$ cat config.mk
export PLATFORM = sky130hd
export DESIGN_NAME = lcd_char_driver
export DESIGN_NICKNAME = d
export VERILOG_FILES = /design/src/rtl/lcd_pkg.sv /design/src/rtl/lcd_bus_xfer.sv /design/src/rtl/lcd_char_driver.sv
export SDC_FILE = /design/constraint.sdc
export NUM_CORES = 1
export LEC_CHECK = 0
export ABC_CLOCK_PERIOD_IN_PS = 15130
export BUFFER_PORTS_ARGS = -buffer_cell sky130_fd_sc_hd__buf_2
export CAP_MARGIN = 20
export CORE_MARGIN = 1.5
export CORE_UTILIZATION = 50
export DETAILED_ROUTE_END_ITERATION = 12
export PLACE_DENSITY = 0.73
export SYNTH_ARGS = -nofsm -noshare
export SYNTH_HDL_FRONTEND = slang
export SYNTH_HIERARCHICAL = 1
export SYNTH_SLANG_ARGS = --single-unit
$ cat constraint.sdc
create_clock -name clk -period 15.13 [get_ports clk]
set_input_delay 3.026 -clock clk [delete_from_list [all_inputs] [get_ports clk]]
set_output_delay 3.026 -clock clk [all_outputs]
set_load 0.03 [all_outputs]
$ cat src/rtl/lcd_pkg.sv
// Shared HD44780 command bytes and FSM state encodings.
// Also used by the ASCII formatters that feed the character driver.
package lcd_pkg;

  localparam logic [7:0] LCD_FUNC_8B2L = 8'h38;
  localparam logic [7:0] LCD_DISP_ON   = 8'h0C;
  localparam logic [7:0] LCD_ENTRY_INC = 8'h06;
  localparam logic [7:0] LCD_LINE1     = 8'h80;
  localparam logic [7:0] LCD_LINE2     = 8'hC0;
  localparam logic [7:0] LCD_SPACE     = 8'h20;

  typedef enum logic [3:0] {
    S_DELAY   = 4'd0,
    S_FUNC    = 4'd1,
    S_DISP    = 4'd2,
    S_ENTRY   = 4'd3,
    S_L1_ADDR = 4'd4,
    S_L1_DATA = 4'd5,
    S_L2_ADDR = 4'd6,
    S_L2_DATA = 4'd7
  } lcd_state_t;

  // Blanked characters (display off or blink-hidden) become a space.
  function automatic logic [7:0] char_byte(input logic en, input logic blink_hit,
                                           input logic [7:0] ch);
    if (!en || blink_hit) return LCD_SPACE;
    return ch;
  endfunction

endpackage

$ cat src/rtl/lcd_bus_xfer.sv
// One LCD bus transaction of CLK_DIV cycles: RS/DATA stable from cycle 0,
// E high on cycles 1..E_HIGH when strobed. Comes out of reset already in an unstrobed transaction.
module lcd_bus_xfer #(
  parameter int unsigned CLK_DIV = 10,
  parameter int unsigned E_HIGH  = 4
) (
  input  logic       clk,
  input  logic       rst,
  input  logic       start,
  input  logic       tx_strobe,
  input  logic       tx_rs,
  input  logic [7:0] tx_data,
  output logic       e,
  output logic       rs,
  output logic [7:0] data,
  output logic       first,
  output logic       pre_done,
  output logic       done
);

  localparam int unsigned CW   = (CLK_DIV > 1) ? $clog2(CLK_DIV) : 1;
  localparam logic [CW-1:0] LAST = CW'(CLK_DIV - 1);
  localparam logic [CW-1:0] PRE  = CW'(CLK_DIV - 2);

  logic [CW-1:0] cnt, cnt_nxt;
  logic          active, act_nxt;
  logic          strobe, strobe_nxt;
  logic          load;

  // Next transaction cycle; a start on the last cycle chains with no gap.
  always_comb begin
    cnt_nxt    = cnt;
    act_nxt    = active;
    strobe_nxt = strobe;
    load       = 1'b0;
    if (active && cnt != LAST) begin
      cnt_nxt = cnt + CW'(1);
    end else if (start) begin
      load       = 1'b1;
      cnt_nxt    = '0;
      act_nxt    = 1'b1;
      strobe_nxt = tx_strobe;
    end else begin
      act_nxt = 1'b0;
    end
  end

  always_ff @(posedge clk or posedge rst) begin
    if (rst) begin
      cnt      <= '0;
      active   <= 1'b1;
      strobe   <= 1'b0;
      rs       <= 1'b0;
      data     <= 8'h00;
      e        <= 1'b0;
      first    <= 1'b1;
      pre_done <= 1'b0;
      done     <= 1'b0;
    end else begin
      cnt      <= cnt_nxt;
      active   <= act_nxt;
      strobe   <= strobe_nxt;
      if (load) begin
        rs   <= tx_rs;
        data <= tx_data;
      end
      e        <= act_nxt && strobe_nxt && (cnt_nxt >= CW'(1)) && (cnt_nxt <= CW'(E_HIGH));
      first    <= act_nxt && (cnt_nxt == '0);
      pre_done <= act_nxt && (cnt_nxt == PRE);
      done     <= act_nxt && (cnt_nxt == LAST);
    end
  end

endmodule

$ cat src/rtl/lcd_char_driver.sv
// 2-line character LCD driver: init sequence, then endless refresh of two
// snapshotted text lines with per-character blinking.
module lcd_char_driver
  import lcd_pkg::*;
#(
  parameter int unsigned CLK_DIV      = 10,
  parameter int unsigned E_HIGH       = 4,
  parameter int unsigned INIT_TICKS   = 20,
  parameter int unsigned COLS         = 16,
  parameter int unsigned BLINK_FRAMES = 8
) (
  input  logic              clk,
  input  logic              rst,
  input  logic              enable,
  input  logic [8*COLS-1:0] line1_text,
  input  logic [8*COLS-1:0] line2_text,
  input  logic [2*COLS-1:0] blink_mask,
  input  logic              blink_en,
  output logic              busy,
  output logic              frame_done,
  output logic              LCD_E,
  output logic              LCD_RS,
  output logic              LCD_RW,
  output logic [7:0]        LCD_DATA
);

  localparam int unsigned COLW = $clog2(COLS + 1);
  localparam int unsigned DW   = $clog2(INIT_TICKS + 1);
  localparam int unsigned BW   = (BLINK_FRAMES > 1) ? $clog2(BLINK_FRAMES) : 1;

  lcd_state_t        state, nxt_state;
  logic [COLW-1:0]   col, nxt_col;
  logic [DW-1:0]     dly, nxt_dly;
  logic              state_ok;
  logic [BW-1:0]     blink_cnt;
  logic              blink_hidden;
  logic [8*COLS-1:0] l1_snap, l2_snap;
  logic [2*COLS-1:0] mask_snap;
  logic              blen_snap, en_snap;
  logic              x_done, x_pre_done, x_first;
  logic              x_rs, x_strobe;
  logic [7:0]        x_data, ch;
  logic              masked;
  int unsigned       idx;

  assign LCD_RW = 1'b0;

  // Sequencer successor of the transaction currently on the bus.
  always_comb begin
    nxt_state = state;
    nxt_col   = col;
    nxt_dly   = dly;
    state_ok  = 1'b1;
    case (state)
      S_DELAY: begin
        if (dly == DW'(INIT_TICKS - 1)) begin
          nxt_state = S_FUNC;
          nxt_dly   = '0;
        end else begin
          nxt_dly = dly + DW'(1);
        end
      end
      S_FUNC:    nxt_state = S_DISP;
      S_DISP:    nxt_state = S_ENTRY;
      S_ENTRY:   nxt_state = S_L1_ADDR;
      S_L1_ADDR: nxt_state = S_L1_DATA;
      S_L1_DATA: begin
        if (col == COLW'(COLS - 1)) begin
          nxt_state = S_L2_ADDR;
          nxt_col   = '0;
        end else begin
          nxt_col = col + COLW'(1);
        end
      end
      S_L2_ADDR: nxt_state = S_L2_DATA;
      S_L2_DATA: begin
        if (col == COLW'(COLS - 1)) begin
          nxt_state = S_L1_ADDR;
          nxt_col   = '0;
        end else begin
          nxt_col = col + COLW'(1);
        end
      end
      default: begin
        nxt_state = S_DELAY;
        nxt_col   = '0;
        nxt_dly   = '0;
        state_ok  = 1'b0;
      end
    endcase
  end

  // Bus payload for the successor transaction, taken only from the snapshot.
  always_comb begin
    x_rs     = 1'b0;
    x_data   = 8'h00;
    x_strobe = 1'b1;
    idx      = 32'(nxt_col);
    ch       = (nxt_state == S_L2_DATA) ? l2_snap[8*idx +: 8] : l1_snap[8*idx +: 8];
    masked   = (nxt_state == S_L2_DATA) ? mask_snap[COLS + idx] : mask_snap[idx];
    case (nxt_state)
      S_DELAY:   x_strobe = 1'b0;
      S_FUNC:    x_data   = LCD_FUNC_8B2L;
      S_DISP:    x_data   = LCD_DISP_ON;
      S_ENTRY:   x_data   = LCD_ENTRY_INC;
      S_L1_ADDR: x_data   = LCD_LINE1;
      S_L2_ADDR: x_data   = LCD_LINE2;
      S_L1_DATA, S_L2_DATA: begin
        x_rs   = 1'b1;
        x_data = char_byte(en_snap, blen_snap && masked && blink_hidden, ch);
      end
      default:   x_strobe = 1'b0;
    endcase
  end

  always_ff @(posedge clk or posedge rst) begin
    if (rst) begin
      state        <= S_DELAY;
      col          <= '0;
      dly          <= '0;
      busy         <= 1'b1;
      frame_done   <= 1'b0;
      blink_cnt    <= '0;
      blink_hidden <= 1'b0;
      l1_snap      <= '0;
      l2_snap      <= '0;
      mask_snap    <= '0;
      blen_snap    <= 1'b0;
      en_snap      <= 1'b0;
    end else if (!state_ok) begin
      state        <= S_DELAY;
      col          <= '0;
      dly          <= '0;
      busy         <= 1'b1;
      frame_done   <= 1'b0;
      blink_cnt    <= '0;
      blink_hidden <= 1'b0;
    end else begin
      frame_done <= x_pre_done && (state == S_L2_DATA) && (col == COLW'(COLS - 1));
      if (frame_done) begin
        if (blink_cnt == BW'(BLINK_FRAMES - 1)) begin
          blink_cnt    <= '0;
          blink_hidden <= ~blink_hidden;
        end else begin
          blink_cnt <= blink_cnt + BW'(1);
        end
      end
      if (x_first && state == S_L1_ADDR) begin
        l1_snap   <= line1_text;
        l2_snap   <= line2_text;
        mask_snap <= blink_mask;
        blen_snap <= blink_en;
        en_snap   <= enable;
      end
      if (x_done) begin
        state <= nxt_state;
        col   <= nxt_col;
        dly   <= nxt_dly;
        if (state == S_ENTRY) busy <= 1'b0;
      end
    end
  end

  lcd_bus_xfer #(.CLK_DIV(CLK_DIV), .E_HIGH(E_HIGH)) u_xfer (
    .clk      (clk),
    .rst      (rst),
    .start    (x_done),
    .tx_strobe(x_strobe),
    .tx_rs    (x_rs),
    .tx_data  (x_data),
    .e        (LCD_E),
    .rs       (LCD_RS),
    .data     (LCD_DATA),
    .first    (x_first),
    .pre_done (x_pre_done),
    .done     (x_done)
  );

endmodule

# After elaboration in Yosys (flattened, before gate mapping)
# Index checks and enable logic that the tools add are counted.
[word_totals]
inputBits = 292
regBits = 329
latchBits = 0
out_inout_bits = 13
n_memories = 0
ramBits = 0
word_cells = 129
rom_bits = 0
[classes]
n_eq_ne = 25
shift = 2
div = 0
bitwise = 1
add_sub_neg = 5
n_mul = 0
order_cmp = 4
reduce_logical = 26
mux = 45
[op_table]
columns = ["op", "n"]
rows = [
  ["variable part select 128 x 9 -> 8 bit", 2],
  ["one-hot mux 8 bit (6 select lines)", 1],
  ["== test 4 x 3 -> 1 bit (second input constant)", 8],
  ["one-hot mux 4 bit (8 select lines)", 1],
  ["2-to-1 mux 5 bit", 6],
  ["2-to-1 mux 4 bit", 7],
  ["2-to-1 mux 8 bit", 3],
  ["2-to-1 mux 1 bit", 20],
  ["one-hot mux 5 bit (2 select lines)", 2],
  ["== test 4 x 2 -> 1 bit (second input constant)", 4],
  ["OR reduction 7 bit", 2],
  ["logical AND 1 bit", 12],
  ["adder 5 x 1 -> 5 bit (second input constant)", 2],
  ["binary-select mux 1 bit (select 5 bit)", 2],
  ["2-to-1 mux 3 bit", 3],
  ["== test 4 x 1 -> 1 bit (second input constant)", 2],
  ["== test 4 bit (second input constant)", 2],
  ["zero test 4 bit", 2],
  ["AND reduction 2 bit", 4],
  ["OR reduction 8 bit", 1],
  ["adder 5 x 5 -> 6 bit (first input constant)", 1],
  ["< comparator 5 x 6 -> 1 bit (second input constant)", 1],
  ["< comparator 6 bit (second input constant)", 1],
  ["!= test 2 x 1 -> 1 bit (second input constant)", 3],
  ["other kinds (14)", 16],
]

# Depth between registers and ports, before layout
[depth]
ltp_word = 14
ltp_mapped = 14
ltp_nobuf = 10

# Hierarchy
# The synthesis kept the hierarchy.
[by_module_without_submodules]
columns = ["mod", "area_each_um2", "cells_per_inst", "seq_area_each_um2", "n_inst"]
rows = [
  ["lcd_char_driver", 14965.6, 1326, 7758.7, 1],
  ["lcd_bus_xfer", 870.8, 66, 478.0, 1],
]

# Worst setup path after synthesis
# Ideal clock, no wire load.
[synth_path]
kind = "reg2out"
startpoint = "register busy"
endpoint = "output busy"
required_time_ns = 12.104
path_stages_with_launch = 1
path_buffers = 0
slack_ns = 11.510
arrival_ns = 0.594
cell_sequence = "dfstp_2"
[synth_lines]
columns = ["item", "line", "text"]
rows = [
  ["from (decl)", "lcd_char_driver.sv:19", "output logic busy,"],
  ["from (signal assigned)", "lcd_char_driver.sv:121", "busy <= 1'b1;"],
  ["from (signal assigned)", "lcd_char_driver.sv:134", "busy <= 1'b1;"],
  ["from (signal assigned)", "lcd_char_driver.sv:159", "if (state == S_ENTRY) busy <= 1'b0;"],
]
# No word-level cell between the ends.

# Final worst setup path
[layout_path]
startpoint = "register col[0]"
endpoint = "register u_xfer.data[7]"
[layout_via]
elab_chain_cells = 14
word_cells_on_any_way = 31
cone_classes = "add/sub: 2; eq/ne: 8; shift: 2; mux: 15; reduce/logical: 4"
[layout_lines]
columns = ["item", "line", "text"]
rows = [
  ["from (decl)", "lcd_char_driver.sv:32", "logic [COLW-1:0] col, nxt_col;"],
  ["from (signal assigned)", "lcd_char_driver.sv:157", "col <= nxt_col;"],
  ["adder 5 x 1 -> 5 bit or == test 5 x 4 -> 1 bit (tied branches)", "-", ""],
  ["2-to-1 mux 5 bit", "lcd_char_driver.sv:68, lcd_char_driver.sv:77", ""],
  ["one-hot mux 5 bit (2 select lines)", "lcd_char_driver.sv:54", "case (state)"],
  ["adder 5 x 5 -> 6 bit", "lcd_char_driver.sv:100", "masked = (nxt_state == S_L2_DATA) ? mask_snap[COLS + idx] : mask_snap[idx];"],
  ["binary-select mux 1 bit (select 5 bit)", "lcd_char_driver.sv:100", ""],
  ["2-to-1 mux 1 bit (not written as such)", "lcd_char_driver.sv:100", ""],
  ["2-to-1 mux 1 bit", "lcd_char_driver.sv:100", ""],
  ["logical AND 1 bit (2 in series)", "lcd_char_driver.sv:110", "x_data = char_byte(en_snap, blen_snap && masked && blink_hidden, ch);"],
  ["logical OR 1 bit", "lcd_pkg.sv:26", "if (!en || blink_hit) return LCD_SPACE;"],
  ["2-to-1 mux 1 bit", "lcd_pkg.sv:26", ""],
  ["2-to-1 mux 1 bit", "lcd_char_driver.sv:101", "case (nxt_state)"],
  ["2-to-1 mux 8 bit", "lcd_pkg.sv:27", "return ch;"],
  ["one-hot mux 8 bit (6 select lines) (*)", "lcd_char_driver.sv:101", ""],
  ["via x_data[7]", "lcd_char_driver.sv:42", "logic [7:0] x_data, ch;"],
  ["to (signal assigned)", "lcd_bus_xfer.sv:65", "data <= tx_data;"],
  ["to (decl)", "lcd_bus_xfer.sv:15", "output logic [7:0] data,"],
]
# Mark *: on every way through the listed nets, which the timed path passes. The rest lies on a longest branch. The select of a mux whose other input is x is not followed.
# A chain may end at the register's enable or synchronous reset.

==> summary.md <==
| Metric | Value |
|---|---|
| Outcome | `finished clean` |
| Fin crit period | `4.50 ns` |
| Predominant post-synthesis flop cell | `dfrtp_1` |
| Drt pass-1 iters | `5` |
| Antenna Nets Post-Route | `0` |
| Rel. slew slack | `0.344` |
| Pre-CTS WS | `10.31 ns` |
| Async set-reset flop share out of synthesis | `1.00` |
| Final Skew | `0.0180 ns` |
| Core area | `30900 um2` |
| # clock sinks | `329` |
| Yosys reg bits | `329` |
| # resized after CTS | `0` |
| CP arrival | `4.90 ns` |
| Reg2reg path depth | `11` |
| WL final | `43700 um` |
| Iteration-0 DRC Markers | `731` |
| Critical path fanouts, max | `53` |
| Final WS setup | `10.63 ns` |
| Yosys warnings | `6` |
| CTS Buffer Depth | `3` |
| Worst Tran Pin Value | `0.985 ns` |
| # hold bufs at CTS | `0` |
| Area delta synth->final | `18.1%` |
| Min-delay src | `l2_snap[45]` |
| RSZ-0062 raised after global routing | `no` |
| HP Class | `reg -> reg` |
| DRC violations left | `0` |
| P_leak | `8.59 nW` |
| Share of the synthesized area in the top cell type | `0.515` |
| Cts bufs inserted | `37` |
| First-pass GRT wire length | `68000 um` |
| Clock transition at path regs | `0.06 ns` |
| Rows | `64` |
| Nets | `1950` |
| CTS HTree Levels | `2` |
| GRT Resource Usage Total | `0.268` |
| Top Ports | `305` |
| Avg Inst Size Synth | `11.4 um2` |
| Fmax | `0.222 GHz` |
| Worst R2R Setup Slack | `10.63 ns` |
| Worst setup SP type | `flip-flop` |
| Vias | `11900` |
| Proportion of layout cells with a drive suffix above 1 | `0.419` |
| CTS tree | `done` |
| Final Max Tran Viols | `0` |
| Die Width | `181 um` |
| Critical path class | `reg -> reg` |
| Endpoint, Worst Hold | `l2_snap[45]` |
| Vias/cell | `5.71` |
| Initial antenna violation count | `11` |
| Req. time, crit path | `15.53 ns` |
| Syn Inst Count | `1392` |
| Seq/Total Area, Yosys | `0.520` |
| Finished Cell Area | `18700 um2` |
| Crit. Startpoint | `col[0]` |
| Die area | `32800 um2` |
| Most frequent cell after synthesis | `dfrtp_1` |
| Port Buffers | `303` |
| WHS | `0.501 ns` |
| Vias in the first global route | `12200` |
| R2R Path Start | `col[0]` |
| Final period utilization | `0.297` |
| Power, Total | `1.92 mW` |
| Peak VDD IR | `0.0753 mV` |
| Top cells by area, synth | `dfrtp_1 (52%), mux2_2 (21%), nand2_1 (5.6%), nand3_1 (3.9%), mux2i_1 (2.1%)` |
| WL per Instance | `21.0 um` |
| Die H | `181 um` |
| Hold Path Depth | `1` |
| Fin. Hold Viols | `0` |
| Terminus of the critical flop-to-flop path | `u_xfer/data[7]` |
| Netlist cell types | `73` |
| Power per cell area | `102 nW/um2` |
| RD Place Congestion | `0.867` |
| Worst-Skew Late Latency | `0.53 ns` |
| Synth cell count leaders | `dfrtp_1 (326), mux2_2 (301), nand2_1 (237)` |
| Placed cell areas | `17500 um2` |
| Number of setup violations in the final report | `0` |
| Max-cap violations | `0` |
| Root buffer cell | `clkbuf_16` |
| Gr ovfl total | `0` |
| Starting density of the core | `0.512` |
| CP Capture Type | `flip-flop` |
| Post CTS Setup Buffer Count | `0` |
| Mapped Area | `15800 um2` |
| DPL Wire Length | `30300 um` |
| Setup TNS | `0 ns` |
| Largest net degree at the start of global routing | `178` |
| EDFF count, synth | `0` |
| Area leader, netlist | `dfrtp_1` |
## worst max-delay path, cell delays in order, from the launching register on
cell	delay (ns)
dfrtp_1	0.64
ha_1	0.32
and4b_1	0.56
a21o_4	0.58
buf_4	0.67
mux2i_1	0.27
mux2i_1	0.09
a2bb2oi_1	0.34
a31o_2	0.21
o221ai_1	0.13
a32o_1	0.24
mux2_1	0.29
## layout by cell type, fill, tap and decap left out, types with 13 or more instances in the layout
| master | instances |
|---|---|
| buf_2 | 303 |
| clkbuf_16 | 37 |
| and3_1 | 13 |
| mux2i_1 | 34 |
| a31oi_1 | 14 |
| clkbuf_1 | 14 |
| a21oi_1 | 33 |
| dfrtp_1 | 326 |
| nor2_1 | 32 |
| nand4_1 | 20 |
| nand2_1 | 235 |
| nand3_1 | 123 |
| mux2_2 | 301 |
## worst max-delay path by stage
stage	end
6_report	u_xfer/data[7]
5_1_grt	u_xfer/data[7]
4_1_cts	l2_snap[29]
3_5_place_dp	l1_snap[60]
3_3_place_gp	l1_snap[102]
2_1_floorplan	blen_snap
## kinds of logic (layout without fill, tap and decap cells)
| group | count (synthesis) | after routing | share of synthesized area |
|---|---|---|---|
| buf+inv | 108 | 394 | 0.0331 |
| simple gates | 473 | 473 | 0.137 |
| fa+ha+maj | 6 | 6 | 0.00474 |
| flops | 329 | 329 | 0.520 |
| other cells | 1 | 5 | 0.000237 |
| mux | 346 | 346 | 0.247 |
| xor+xnor | 7 | 7 | 0.00387 |
| compound gates | 122 | 122 | 0.0543 |
## layer usage
layer  part of all wire  vias up  track usage
met5             0.0015        -            0
met4              0.037       14        0.113
met3              0.080      104       0.0697
met2               0.46      463        0.423
met1               0.42     5828        0.351
li1                   -     5456            -
## report_power, final
group	switching [mW]	total, mW	leakage (nW)	internal (mW)
Combinational	0.0590	0.125	4.12	0.0660
Clock	0.354	0.849	0.552	0.495
Sequential	0.0220	0.942	3.91	0.920
## registers in the layout (all words and copies together) (netlist names), 4 cells and up
name,flops
u_xfer/data,8
u_xfer/cnt,4
dly,5
l1_snap,128
col,5
mask_snap,32
state,4
l2_snap,128
## per-stage QoR
stage	utilization	instances
floorplan	-	1393
finish	0.605	2078
detailed placement	0.567	2007
CTS	0.604	2073
global placement	0.567	2007
global route	0.605	2078
## area by class of cell
cell class              instances  area [um2]
inverters                      10        45.0
clock inverters                 7        55.1
well taps                     396         495
diodes                          3        7.51
flip-flops and latches        329        8240
fillers                      2540       12200
multi-input cells             956        7110
clock buffers                  59        1090
repair buffers                318        1670
(Power assumes the default switching activity.)
